**config.mk**
```make
export PLATFORM = sky130hd
export DESIGN_NAME = shift_register_8b
export DESIGN_NICKNAME = d
export VERILOG_FILES = /design/src/rtl/shift_register_8b.sv
export SDC_FILE = /design/constraint.sdc
export NUM_CORES = 1
export LEC_CHECK = 0
export ABC_AREA = 0
export CORE_AREA = 5 5 42 44
export DETAILED_ROUTE_END_ITERATION = 16
export DIE_AREA = 0 0 47 49
export PLACE_DENSITY = 0.77
export SYNTH_ARGS = -nofsm -noshare
export SYNTH_HDL_FRONTEND = slang
export SYNTH_SLANG_ARGS = --single-unit
```
**constraint.sdc**
```tcl
create_clock -name clk -period 1.2 [get_ports clk]
set_input_delay 0.24 -clock clk [delete_from_list [all_inputs] [get_ports clk]]
set_output_delay 0.24 -clock clk [all_outputs]
set_load 0.02 [all_outputs]
```
**src/rtl/shift_register_8b.sv**
```systemverilog
// -----------------------------------------------------------------------------
// shift_register_8b
//
// Universal shift register: parallel load, bidirectional serial shift, a
// registered serial output and the full register contents as a parallel
// output. Typically used as a serializer/deserializer stage.
//
// Parameters:
//   WIDTH      register width in bits (default 8)
//
// Ports:
//   clk        system clock, rising-edge active
//   reset      synchronous, active-high; clears state and serialOut
//   parallelIn parallel load data, taken when mode=1
//   serialIn   bit entering the vacated end during a shift
//   mode       1 = parallel load, 0 = shift
//   dir        0 = shift right (toward bit 0), 1 = shift left (toward MSB)
//   serialOut  registered copy of the bit most recently shifted out
//   state      current register contents
//
// Per-edge priority is reset > load > shift. Every cycle with mode=0 is a
// shift; there is no hold. Both outputs come straight from flops.
// -----------------------------------------------------------------------------
module shift_register_8b #(
  parameter int WIDTH = 8
) (
  input  logic             clk,
  input  logic             reset,
  input  logic [WIDTH-1:0] parallelIn,
  input  logic             serialIn,
  input  logic             mode,
  input  logic             dir,
  output logic             serialOut,
  output logic [WIDTH-1:0] state
);

  logic [WIDTH-1:0] state_p0;
  logic             sout_p0;

  // Next register contents for a shift. The exiting bit is not wrapped around;
  // it is captured separately into the serial output flop.
  function automatic logic [WIDTH-1:0] shift_next(input logic [WIDTH-1:0] cur,
                                                  input logic             left,
                                                  input logic             sin);
    if (left) begin
      return {cur[WIDTH-2:0], sin};
    end
    return {sin, cur[WIDTH-1:1]};
  endfunction

  // Bit leaving the register for a shift in the given direction.
  function automatic logic exit_bit(input logic [WIDTH-1:0] cur,
                                    input logic             left);
    return left ? cur[WIDTH-1] : cur[0];
  endfunction

  // Stage p0: the only register stage; outputs are taken from here.
  always_ff @(posedge clk) begin
    if (reset) begin
      state_p0 <= '0;
      sout_p0  <= 1'b0;
    end else if (mode) begin
      // Load leaves the serial output untouched.
      state_p0 <= parallelIn;
    end else begin
      state_p0 <= shift_next(state_p0, dir, serialIn);
      sout_p0  <= exit_bit(state_p0, dir);
    end
  end

  assign state     = state_p0;
  assign serialOut = sout_p0;

endmodule

```
==> out/results.txt, run 1 <==
Status: completed
DP HPWL: 906 um
Area share of the largest cell type after synthesis: 43.1%
Worst-path cell chain: clkdlybuf4s15_1
Gr usage total: 10.6%
Area Overhead vs Synth: 74.0%
Sequential share of the synthesized area: 43.1%
Clk Latency, worst-skew pair: 0.26 ns
CP Capture Type: output pin
Power Total: 0.000772 W
Comb power frac: 26.7%
HP Class: flop to flop
Max clock buf depth: 2
Clock Power Share: 30.2%
Residual DRC: 0
Reg clk slew, reported paths: 0.06 ns
Cell Rows: 14
CP peak stage delay: 0.34 ns
Yosys Warn Count: 0
Setup violations, final: 0
I/O pin count: 22
Starting density of the core: 29.8%
Post-Syn Nets: 53
Detailed-route wire length per cell: 12.8 um
Static leakage: 0.318 nW
DR vias: 410
Routability Congestion: 0.788
Core Region: 1400 sq um
Slew Viols, Final: 0
Synth area leaders: dfxtp_1, mux2i_1, a211oi_1
First-pass GRT wire length: 1770 um
Net Sw Power: 0.000206 W
Commonest non-fill, non-tap cell in the layout: clkdlybuf4s50_1
Critical path class: flop to output pin
Placed cells: 83
Distinct cells, synth: 8
Sequential power share: 43.0%
CP bufs+invs: 1
Total detailed-routing wirelength: 1110 um
Buffers on Ports: 21
Max Cap Viol: 0
Most frequent cells in the layout: clkdlybuf4s50_1, mux2i_1, nor2b_1, a211oi_1, dfxtp_1
Worst VDD drop: 0.489 mV
CP Max Fanout: 2
Drt pass-1 iters: 4
Slew HR: 77.9%
Synthesized flop and latch total: 9
Cell Count, Final, Fillers Out: 87
Vias in the first global route: 404
Fmax: 0.869 GHz
Cell Pwr Density: 1060 nW/um^2
Hold Slack: 0.536 ns
Worst slew pin tran: 0.330 ns
Final worst-path cycle share: 95.8%
Diode count: 0
H-tree Lvls: 1
Worst R2R Setup Slack: 0.32 ns
Layout Skew: 0.00222 ns
Internal power: 0.000567 W
CTS Buf Count: 3
DRT antenna net count: 0
Delay-heaviest family, CP: flip-flops
Root buffer cell: clkbuf_4
Number of fillers in the final layout: 155
Final hold vios: 0
Area leader, netlist: dfxtp_1
Unrepaired setup endpoints after global routing: false
CTS tree: done
Die Area: 2300 sq um
Post-synthesis instance total: 40
Vias/cell: 4.71
WP data required: 0.96 ns
Die Wd: 47 um
Fin crit period: 1.15 ns
Worst path slowest cell: dfxtp_1
Global route total overflow: 0
Drt first-iter violations: 1
Switching part of the total: 26.6%
Fraction of layout cells with a size suffix above 1: 19.7%
Syn avg cell area: 10.4 sq um
Nets@finish: 85
Antenna violations before repair: 0
Die Height: 49 um
CP Launch Type: flop
Largest net degree at the start of global routing: 11
WP data arrival: 0.91 ns
Synthesized area: 418 sq um
Sink Count: 9
final cells by class:
class,instances,area (sq um),area share (%)
tap,16,20.0,2.75
timing repair buffer,30,283,38.9
inverter,1,3.75,0.516
clock buffer,4,26.3,3.61
multi-input combinational,27,214,29.4
sequential,9,180,24.8
repair_timing:
| item | 4_1_cts | 5_1_grt |
|---|---|---|
| buffers inserted | 0 | 0 |
| hold buffers | 0 | 0 |
| endpoints found under the setup margin | 9 | 7 |
| resized for setup | 9 | 8 |
flip-flops by register name (all words and copies together), names as in the netlist:
name / cells
state: 8
serialOut: 1
layer usage:
metal / global-route usage (%) / share of wire (%) / wire (um) / vias to the layer above
met5: 0 / 0 / 0 / -
met4: 4.15 / 1.5 / 17 / 0
met3: 5.54 / 12 / 137 / 2
met2: 14.3 / 43 / 475 / 26
met1: 14.0 / 43 / 483 / 176
li1: - / - / - / 206
per-stage QoR:
step / area [sq um] / utilization (%) / TNS, ns / setup WS [ns]
3_3_place_gp: 708 / 50.5 / -0.845 / -0.115
2_1_floorplan: 418 / - / 0 / 0.374
6_report: 727 / 51.9 / 0 / 0.0498
5_1_grt: 727 / 51.9 / 0 / 0.0000396
3_5_place_dp: 708 / 50.5 / -1.30 / -0.180
4_1_cts: 723 / 51.6 / 0 / 0.00862
synth_stat cells:
master / instances
inv_2: 1
clkbuf_2: 1
dfxtp_1: 9
buf_1: 1
a211oi_1: 9
buf_6: 1
nor2b_1: 9
mux2i_1: 9
power groups by stage:
stage | registers, W | clock network (W) | logic [W]
finish | 0.000332 | 0.000233 | 0.000206
global route | 0.000335 | 0.000269 | 0.000220
CTS | 0.000332 | 0.000242 | 0.000206
detailed placement | 0.000339 | 0 | 0.000221
global placement | 0.000339 | 0 | 0.000217
floorplan | 0.000369 | 0 | 0.0000628
logic make-up (layout without fill, tap and decap cells):
group	Yosys count	after routing	share of synthesized area [%]
flops	9	9	43.1
compound gates	9	9	16.2
mux	9	9	21.6
buf+inv	4	35	5.69
simple gates	9	9	13.5
final timing paths:
check	from	end	cells past startpoint
setup / recovery	state[5]	state[5]	1
hold / removal	serialOut	serialOut	2
setup reg to reg	state[2]	state[3]	3
hold reg to reg	serialOut	serialOut	2
Note: power is estimated with default switching activity, not from simulation.
==> run 2, diff against run 1 <==
--- a/config.mk
+++ b/config.mk
@@ -7,9 +7,11 @@
 export LEC_CHECK = 0
 export ABC_AREA = 0
 export CORE_AREA = 5 5 42 44
+export CTS_CLUSTER_DIAMETER = 120
 export DETAILED_ROUTE_END_ITERATION = 16
 export DIE_AREA = 0 0 47 49
 export PLACE_DENSITY = 0.77
 export SYNTH_ARGS = -nofsm -noshare
 export SYNTH_HDL_FRONTEND = slang
 export SYNTH_SLANG_ARGS = --single-unit
+export TNS_END_PERCENT = 10
==> constraint.sdc (replaced) <==
create_clock -name clk -period 1.24 [get_ports clk]
set_input_delay 0.248 -clock clk [delete_from_list [all_inputs] [get_ports clk]]
set_output_delay 0.248 -clock clk [all_outputs]
set_load 0.02 [all_outputs]
==> run 2 against run 1 <==
Worst hold slack lost 0.0065 ns. Critical path depth is the same. Total power shrank 1.9%. Highest routed layer is now met3. Largest cell class unchanged. Cell area shrank 0.34%.
==> out/results.txt, run 2 (same netlist as run 1, synthesis figures left out) <==
Status: completed
Setup violations, final: 0 (unchanged)
Routability Congestion: 0.788 (unchanged)
First-pass GRT wire length: 1870 um (+5.8%)
Largest net degree at the start of global routing: 11 (unchanged)
Nets@finish: 85 (unchanged)
Area Overhead vs Synth: 73.4%
CP bufs+invs: 1 (unchanged)
Critical path class: flop to output pin
Number of fillers in the final layout: 149 (-3.9%)
Commonest non-fill, non-tap cell in the layout: clkdlybuf4s50_1
Buffers on Ports: 21 (unchanged)
Final hold vios: 0 (unchanged)
Switching part of the total: 27.8% (+1.2 points)
Reg clk slew, reported paths: 0.07 ns (about the same)
CP Capture Type: output pin
Slew HR: 78.8% (+0.94 points)
Drt first-iter violations: 1 (unchanged)
CP peak stage delay: 0.34 ns (about the same)
Die Area: 2300 sq um (unchanged)
Reg2Reg Depth: 3 (unchanged)
Static leakage: 0.332 nW (+4.4%)
Vias in the first global route: 429 (+6.2%)
Delay-heaviest family, CP: buffers and inverters
Vias/cell: 4.75 (+0.73%)
Worst R2R Setup Slack: 0.37 ns (+0.05 ns)
DRT antenna net count: 0 (unchanged)
CP Max Fanout: 2 (unchanged)
HP Class: flop to flop
R2r startpoint: state[2]
H-tree Lvls: 1 (unchanged)
Critical path depth: 1 (unchanged)
Clk Latency, worst-skew pair: 0.27 ns (about the same)
Drt pass-1 iters: 6 (+2)
Layout Skew: 0.00868 ns (+0.00646 ns)
CP Launch Type: flop
Sequential power share: 42.4% (-0.6 points)
Most frequent cells in the layout: clkdlybuf4s50_1, mux2i_1, nor2b_1, a211oi_1, dfxtp_1
Gr usage total: 11.2% (+0.56 points)
Antenna violations before repair: 0 (unchanged)
Setup tns final: 0 ns (unchanged)
Slew Viols, Final: 0 (unchanged)
Starting density of the core: 29.8% (unchanged)
Worst VDD drop: 0.590 mV (+21%)
Cell Pwr Density: 1050 nW/um^2 (-1.6%)
Residual DRC: 0 (unchanged)
Net Sw Power: 0.000210 W (+2.3%)
Worst-path cell chain: dlygate4sd2_1
Fraction of layout cells with a size suffix above 1: 18.3% (-1.4 points)
Global route total overflow: 0 (unchanged)
Root buffer cell: clkbuf_4
Worst slew pin tran: 0.316 ns (-0.0140 ns)
Total detailed-routing wirelength: 1190 um (+7.1%)
Hold Slack: 0.530 ns (-0.00655 ns)
DP HPWL: 903 um (-0.28%)
Worst Setup EP: state[5]
Max clock buf depth: 2 (unchanged)
Fin crit period: 1.19 ns
Comb power frac: 26.3% (-0.4 points)
Clock Power Share: 31.3% (+1.1 points)
Cell Rows: 14 (unchanged)
Die Wd: 47 um (unchanged)
Sink Count: 9 (unchanged)
WP data required: 0.99 ns (+0.03 ns)
Fmax: 0.841 GHz
Die Height: 49 um (unchanged)
I/O pin count: 22 (unchanged)
Core Region: 1400 sq um (unchanged)
DR vias: 413 (+0.73%)
WP data arrival: 0.94 ns (+0.03 ns)
Unrepaired setup endpoints after global routing: false
Layout Utilization: 51.7% (-0.18 points)
Diode count: 0 (unchanged)
CP startpoint: state[5]
Worst path slowest cell: dlygate4sd2_1
Max Cap Viol: 0 (unchanged)
CTS Buf Count: 3 (unchanged)
Max FFs per register: 8 (unchanged)
CTS tree: done
Internal power: 0.000547 W (-3.5%)
R2R Path End: state[3]
Final worst-path cycle share: 95.9%
Detailed-route wire length per cell: 13.7 um (+7.1%)
-- run 2: repair_timing --
action,4_1_cts,5_1_grt
hold buffers,0,0
resized for setup,9,1
setup endpoints to repair,9,1
buffers inserted,0,0
-- run 2: worst min-delay path by stage --
stage	startpoint	to	cells past startpoint
after detailed placement	serialOut	serialOut	2
after global routing	serialOut	serialOut	2
after global placement	serialOut	serialOut	2
after CTS	serialOut	serialOut	2
final	serialOut	serialOut	2
after floorplan	parallelIn[0]	state[0]	2
-- run 2: power by group through the flow --
stage	clock [W]	combinational [W]	sequential, W
2_1_floorplan	0	0.0000608	0.000357
6_report	0.000237	0.000199	0.000321
4_1_cts	0.000234	0.000201	0.000322
3_3_place_gp	0	0.000210	0.000328
5_1_grt	0.000254	0.000212	0.000324
3_5_place_dp	0	0.000214	0.000328
-- run 2: layout make-up --
class	instances	area, sq um	share of cell area [%]
clock buffers	4	26.3	3.63
inverters	1	3.75	0.518
multi-input cells	27	214	29.5
flip-flops and latches	9	180	24.9
well taps	16	20.0	2.76
repair buffers	30	280	38.7
-- run 2: per-layer routing --
layer | share of wire, % | global-route usage, % | vias to the layer above
met5 | 0 | 0 | -
met1 | 44 | 14.4 | 182
met4 | 0 | 5.53 | 0
met3 | 12 | 4.06 | 0
met2 | 44 | 15.8 | 23
li1 | - | - | 208
-- run 2: worst min-delay path, stage by stage, from the launching register on --
cell	delay (ns)
dfxtp_1	0.31
nor2b_1	0.11
a211oi_1	0.06
-- run 2: per-stage QoR --
| step | power (W) | setup slack [ns] | cells | cell area, sq um |
|---|---|---|---|---|
| floorplan | 0.000418 | 0.414 | 40 | 418 |
| global placement | 0.000539 | -0.0829 | 83 | 708 |
| detailed placement | 0.000542 | -0.154 | 83 | 708 |
| CTS | 0.000756 | 0.0398 | 87 | 723 |
| global route | 0.000790 | 0.00438 | 87 | 724 |
| finish | 0.000757 | 0.0513 | 87 | 724 |
